<file path="src/rtl/adc_stream_pkg.sv">
// rtl/adc_stream_pkg.sv - shared ADC stream word/frame constants and frame FSM state type
package adc_stream_pkg;

    localparam int WORD_W          = 32;
    localparam int FRAME_WORDS_DEF = 9;
    localparam int FRAME_CNT_W     = 16;

    typedef enum logic {
        ST_FILL = 1'b0,
        ST_HOLD = 1'b1
    } frame_state_e;

    // Slot index width; a one-word frame still needs a 1-bit index.
    function automatic int idx_width(input int words);
        return (words > 1) ? $clog2(words) : 1;
    endfunction

endpackage

</file>
<file path="src/rtl/adc_fifo_to_frame_if.sv">
// rtl/adc_fifo_to_frame_if.sv - FIFO pop and frame handshake bundle for adc_fifo_to_frame
interface adc_fifo_to_frame_if #(
    parameter int WORDS = adc_stream_pkg::FRAME_WORDS_DEF
) ();

    logic                                    pop_valid;
    logic [adc_stream_pkg::WORD_W-1:0]       pop_data;
    logic                                    pop_ready;
    logic                                    frame_valid;
    logic [adc_stream_pkg::WORD_W*WORDS-1:0] frame_words_packed;
    logic                                    frame_ready;

    modport master (
        output pop_valid, pop_data, frame_ready,
        input  pop_ready, frame_valid, frame_words_packed
    );

    modport slave (
        input  pop_valid, pop_data, frame_ready,
        output pop_ready, frame_valid, frame_words_packed
    );

endinterface

</file>
<file path="src/rtl/adc_frame_timeout.sv">
// rtl/adc_frame_timeout.sv - idle-cycle watchdog that pulses expire after TIMEOUT_CYC quiet cycles
module adc_frame_timeout #(
    parameter int TIMEOUT_CYC = 1024
) (
    input  logic clk,
    input  logic rst,
    input  logic enable,
    input  logic kick,
    output logic expire
);

    logic [15:0] cnt_q;

    // Fires on the idle cycle that brings the count up to TIMEOUT_CYC.
    assign expire = enable && !kick && (cnt_q == 16'(TIMEOUT_CYC - 1));

    always_ff @(posedge clk) begin
        if (rst || !enable || kick || expire) begin
            cnt_q <= '0;
        end else begin
            cnt_q <= cnt_q + 16'd1;
        end
    end

endmodule

</file>
<file path="src/rtl/adc_fifo_to_frame.sv">
// rtl/adc_fifo_to_frame.sv - packs WORDS FIFO words into a frame; mid-frame timeout under ADC_FIFO_TO_FRAME_TIMEOUT_EN
module adc_fifo_to_frame
    import adc_stream_pkg::*;
#(
    parameter int WORDS       = FRAME_WORDS_DEF,
    parameter int TIMEOUT_CYC = 1024
) (
    input  logic                   clk,
    input  logic                   rst,
    adc_fifo_to_frame_if.slave     bus,
    input  logic                   flush,
    output logic                   busy,
    output logic [FRAME_CNT_W-1:0] frame_count,
    output logic                   partial_dropped
);

    localparam int              IDX_W    = idx_width(WORDS);
    localparam logic [IDX_W-1:0] LAST_IDX = IDX_W'(WORDS - 1);

    frame_state_e            state_q, state_d;
    logic [IDX_W-1:0]        idx_q, idx_d;
    logic [WORD_W*WORDS-1:0] frame_q;
    logic [FRAME_CNT_W-1:0]  frame_count_q;
    logic                    drop_q, drop_d;
    logic                    accept, count_en, expire;

    assign bus.pop_ready = (state_q == ST_FILL) && !flush;
    assign accept        = bus.pop_valid && bus.pop_ready;

`ifdef ADC_FIFO_TO_FRAME_TIMEOUT_EN
    adc_frame_timeout #(
        .TIMEOUT_CYC (TIMEOUT_CYC)
    ) u_timeout (
        .clk    (clk),
        .rst    (rst),
        .enable ((state_q == ST_FILL) && (idx_q != '0) && !flush),
        .kick   (accept),
        .expire (expire)
    );
`else
    logic [31:0] unused_timeout_cyc;
    assign unused_timeout_cyc = 32'(TIMEOUT_CYC);
    assign expire             = 1'b0;
`endif

    always_ff @(posedge clk) begin
        if (rst) begin
            state_q <= ST_FILL;
        end else begin
            state_q <= state_d;
        end
    end

    // Flush wins over both word acceptance and a simultaneous frame_ready.
    always_comb begin
        state_d  = state_q;
        idx_d    = idx_q;
        drop_d   = 1'b0;
        count_en = 1'b0;
        case (state_q)
            ST_FILL: begin
                if (flush) begin
                    idx_d  = '0;
                    drop_d = (idx_q != '0);
                end else if (accept) begin
                    if (idx_q == LAST_IDX) begin
                        idx_d   = '0;
                        state_d = ST_HOLD;
                    end else begin
                        idx_d = idx_q + 1'b1;
                    end
                end else if (expire) begin
                    idx_d  = '0;
                    drop_d = 1'b1;
                end
            end
            ST_HOLD: begin
                if (flush) begin
                    state_d = ST_FILL;
                    drop_d  = 1'b1;
                end else if (bus.frame_ready) begin
                    state_d  = ST_FILL;
                    count_en = 1'b1;
                end
            end
            default: state_d = ST_FILL;
        endcase
    end

    // Slots are only overwritten, never cleared; frame_valid qualifies the data.
    always_ff @(posedge clk) begin
        if (rst) begin
            idx_q         <= '0;
            frame_q       <= '0;
            frame_count_q <= '0;
            drop_q        <= 1'b0;
        end else begin
            idx_q  <= idx_d;
            drop_q <= drop_d;
            if (count_en) begin
                frame_count_q <= frame_count_q + 1'b1;
            end
            if (accept) begin
                for (int k = 0; k < WORDS; k++) begin
                    if (idx_q == IDX_W'(k)) begin
                        frame_q[k*WORD_W +: WORD_W] <= bus.pop_data;
                    end
                end
            end
        end
    end

    assign bus.frame_valid        = (state_q == ST_HOLD);
    assign bus.frame_words_packed = frame_q;
    assign busy                   = (idx_q != '0) || (state_q == ST_HOLD);
    assign frame_count            = frame_count_q;
    assign partial_dropped        = drop_q;

endmodule

</file>
<file path="src/flat_wrapper.sv">
// flat-port wrapper written by rule: the top's interface ports become plain ports
module adc_fifo_to_frame_flat import adc_stream_pkg::*;
#(
    parameter int WORDS       = FRAME_WORDS_DEF,
    parameter int TIMEOUT_CYC = 1024
)
  (clk, rst, flush, busy, frame_count, partial_dropped, bus_pop_valid, bus_pop_data, bus_frame_ready, bus_pop_ready, bus_frame_valid, bus_frame_words_packed);
  adc_fifo_to_frame_if #(.WORDS(WORDS)) bus_i ();
  input  logic clk;
  input  logic rst;
  input  logic flush;
  output logic busy;
  output logic [FRAME_CNT_W-1:0] frame_count;
  output logic partial_dropped;
  input wire logic [$bits(bus_i.pop_valid)-1:0] bus_pop_valid;
  input wire logic [$bits(bus_i.pop_data)-1:0] bus_pop_data;
  input wire logic [$bits(bus_i.frame_ready)-1:0] bus_frame_ready;
  output wire logic [$bits(bus_i.pop_ready)-1:0] bus_pop_ready;
  output wire logic [$bits(bus_i.frame_valid)-1:0] bus_frame_valid;
  output wire logic [$bits(bus_i.frame_words_packed)-1:0] bus_frame_words_packed;
  assign bus_i.pop_valid = bus_pop_valid;
  assign bus_i.pop_data = bus_pop_data;
  assign bus_i.frame_ready = bus_frame_ready;
  assign bus_pop_ready = bus_i.pop_ready;
  assign bus_frame_valid = bus_i.frame_valid;
  assign bus_frame_words_packed = bus_i.frame_words_packed;
  adc_fifo_to_frame #(.WORDS(WORDS), .TIMEOUT_CYC(TIMEOUT_CYC)) u_core (.clk(clk), .rst(rst), .bus(bus_i), .flush(flush), .busy(busy), .frame_count(frame_count), .partial_dropped(partial_dropped));
endmodule
</file>
<file path="config.mk">
export PLATFORM = sky130hd
export DESIGN_NAME = adc_fifo_to_frame_flat
export DESIGN_NICKNAME = d
export VERILOG_FILES = /design/src/rtl/adc_stream_pkg.sv /design/src/rtl/adc_fifo_to_frame_if.sv /design/src/rtl/adc_frame_timeout.sv /design/src/rtl/adc_fifo_to_frame.sv /design/src/flat_wrapper.sv
export SDC_FILE = /design/constraint.sdc
export NUM_CORES = 1
export LEC_CHECK = 0
export ABC_AREA = 1
export BUFFER_PORTS_ARGS = -buffer_cell sky130_fd_sc_hd__buf_2
export CAP_MARGIN = 15
export CORE_ASPECT_RATIO = 0.6
export CORE_MARGIN = 2
export CORE_UTILIZATION = 30
export CTS_CLUSTER_DIAMETER = 200
export DETAILED_ROUTE_END_ITERATION = 8
export HOLD_SLACK_MARGIN = 0.12
export SYNTH_ARGS = -nofsm -noshare
export SYNTH_HDL_FRONTEND = slang
export SYNTH_SLANG_ARGS = --single-unit
</file>
<file path="constraint.sdc">
create_clock -name clk -period 1.7 [get_ports clk]
set_clock_uncertainty 0.15 [all_clocks]
set_input_delay 0.085 -clock clk [delete_from_list [all_inputs] [get_ports clk]]
set_output_delay 0.085 -clock clk [all_outputs]
set_load 0.05 [all_outputs]
</file>
==> reports/qor.csv <==
stage;metric;value;unit
status;status;complete, but fails checks;
status;failing checks;negative setup slack;
global_route;GRT overflow;0;
setup_path;crit path launch;u_core.idx_q[0];
global_route;busiest grt layer;met2;
global_route;grt met1 use;27.19;%
placed_design;GP Congestion;0.8132;
synthesis;Post-Syn Area;0.01057;mm²
sta;Hold Fails Final Rpt;0;
power;Cell Pwr Density;1018;mW/mm²
synthesis;Syn Area/Cell;9.084;µm²
drt;Post-route DRC;0;
placed_design;port bufs;344;
hold_path;Hold Path Depth;4;
placed_design;dpl cell area;0.01280;mm²
sta;RSZ-0062 raised after global routing;true;
finish;commonest non-fill, non-tap cell in the layout;buf_2;
setup_path;Worst EP required;1460;ps
synthesis;cells after synthesis;1163;
clock_tree;# H-tree levels;1;
run;max cap viols;0;
clock_tree;worst skew pair latency;570;ps
synthesis;Adder-Cell Fraction of Synth Area;0.5921;%
floorplanning;Core Box Area;0.03488;mm²
sta;Fmax;566.8;MHz
power;Leak;7.046;nW
global_route;vias in the first global route;9172;
setup_path;Critical Path End Type;output pin;
finish;area delta synth->final;47.04;%
hold_path;Endpoint, Worst Hold;u_core.partial_dropped;
floorplanning;die extent in y;149.4;µm
clock_tree;CTS clk-pin slew, worst paths;60;ps
setup_path;r2r setup slk;-40;ps
setup_path;FF-to-FF Start;u_core.bus.frame_valid;
synthesis;syn_nets;1205;
sta;Final period util;103.8;%
sta;Final Setup Violations;30;
clock_tree;Root Buffer Master;clkbuf_16;
finish;Final Util;44.54;%
synthesis;Synth Area in Compound Gates;28.47;%
global_route;largest net degree at the start of global routing;112;
drt;Via density;4.987;
setup_path;crit path DAT;1530;ps
synthesis;largest family of logic cells by synthesized area;compound AO/OA/AOI/OAI gates;
finish;commonest cells after routing, fill and taps aside;buf_2, dfxtp_1, a21oi_1;
global_route;first-pass GRT wire length;55480;µm
global_route;total track usage;19.40;%
finish;Finished Cell Area;0.01553;mm²
drt;DR iter-0 viols;619;
clock_tree;TritonCTS clock tree;yes;
sta;fin crit period;1764;ps
floorplanning;I/O pins;345;
hold_path;Worst Hold Class;in -> reg;
synthesis;Synth Flop Type;dfxtp_1;
setup_path;Reg-to-Reg End;u_core.bus.frame_words_packed[205];
synthesis;Unique masters post-synth;23;
synthesis;Synth Area in XOR/XNOR;0.1658;%
sta;Final Max Tran Viols;0;
synthesis;Post-synth ARST share;0;%
placed_design;Post-Place Worst Slack;-131.8;ps
synthesis;Post-Synth Simple-Gate Area;4.642;%
drt;routed via count;10299;
placed_design;placed cell count;1915;
synthesis;synthesized flop and latch total;310;
finish;Ant. Diodes;0;
power;Max IR drop VDD;700.5;µV
sta;Setup WS post-layout;-64.23;ps
floorplanning;Die ar.;0.03678;mm²
synthesis;yosys warns;0;
clock_tree;CTS max path bufs;3;
sta;setup_tns;-436.0;ps
placed_design;DP HPWL;23370;µm
clock_tree;CTS sink cnt;310;
drt;wire per inst;20.53;µm
floorplanning;FP Rows;53;
finish;fin nets;1616;
setup_path;startpoint types;flop;
sta;Slew @ Worst Pin;652.1;ps
global_route;met2 Use GR;30.13;%
global_route;initial antenna violation count;0;
clock_tree;total CTS buffers;30;
sta;max_slew headroom;56.07;%
floorplanning;initial core utilization;30.29;%
drt;DRT antenna net count;0;
setup_path;critical path class;reg -> out;
synthesis;mux contribution to synthesized area;0;%
hold_path;worst hold start;flush;
global_route;grt met3 use;4.893;%
floorplanning;die outline width;246.3;µm
setup_path;R2R cell count;8;
finish;Non-Filler Instances;2065;
synthesis;sequential-to-total area share from yosys stat;58.74;%
drt;final WL;42400;µm
finish;layout cells sized above 1;35.73;%
synthesis;Post-synth EDFFs;0;
setup_path;worst-path fanout max;5;
drt;Pre-antenna DRT Iters;5;
state kept, by name (all words and copies together), names as in the netlist:
name / count
u_core.bus.frame_valid: 1
u_core.bus.frame_words_packed: 288
u_core.frame_count: 16
u_core.idx_q: 4
u_core.partial_dropped: 1
worst max path at each step:
stage	endpoint	depth (start not counted)	slack (ps)
2_1_floorplan	u_core.bus.frame_words_packed[161]	6	-170
3_3_place_gp	u_core.bus.frame_words_packed[31]	7	-80
3_5_place_dp	u_core.bus.frame_words_packed[31]	7	-130
4_1_cts	busy	5	-70
5_1_grt	u_core.bus.frame_words_packed[205]	8	-130
6_report	busy	5	-60
cell families after synthesis:
logic type               after synthesis
AO/OA/AOI/OAI                        600
XOR/XNOR                               2
adder cells (fa/ha/maj)                5
buffers and inverters                154
flip-flops                           310
AND/OR/NAND/NOR                       92
cell type report:
type,instances,area (µm²)
tap,467,584.3
clock inverter,13,160.2
fill,3368,19350
sequential,310,6221
clock buffer,43,922.1
timing repair buffer,468,3547
inverter,64,252.7
multi-input combinational,700,3847
routing by layer:
| layer | vias to the layer above | wire length [µm] |
|---|---|---|
| li1 | 4907 | - |
| met4 | 0 | 714 |
| met3 | 45 | 3456 |
| met2 | 417 | 18730 |
| met5 | - | 0 |
| met1 | 4930 | 19500 |
through the flow:
step	hold WS, ps	power [mW]
floorplan	60.84	8.227
global placement	246.3	8.533
detailed placement	265.2	8.541
CTS	208.0	15.89
global route	263.0	16.30
finish	246.3	15.82
worst max-delay path, cell delays in order, from the launching register on:
cell and delay [ps]:
dfxtp_4 360, inv_4 70, ha_4 130, nand4_1 100
buf_6 160, buf_8 140
Yosys cell counts (6+ instances only):
cell      number  area share, %
a21oi_1      299             14
buf_2         28            1.3
buf_6         22            2.3
clkbuf_1      38            1.4
clkinv_1      32            1.1
dfxtp_1      310             59
inv_1         31            1.1
nand2_1       28           0.99
nand3_1       12           0.57
nand4_1        6           0.36
nor2_1        31            1.1
nor3_4         8            1.2
o21ai_0      103            4.9
o21ai_1      196            9.3
repair_timing:
item | in CTS | in global routing
hold buffers | 36 | 0
resized for setup | 32 | 95
setup endpoints to repair | 264 | 288
gates cloned | 6 | 23
setup buffers | 18 | 12
pin swaps | 12 | 8
hold endpoints to repair | 310 | 0
where the power goes:
part           switching [mW]  leakage, nW  internal (mW)  total [mW]
combinational           0.835         4.01          0.342        1.18
clock                    3.00        0.531           4.24        7.24
sequential             0.0505         2.51           7.35        7.40
No activity file was read; power rests on OpenSTA's default activity.
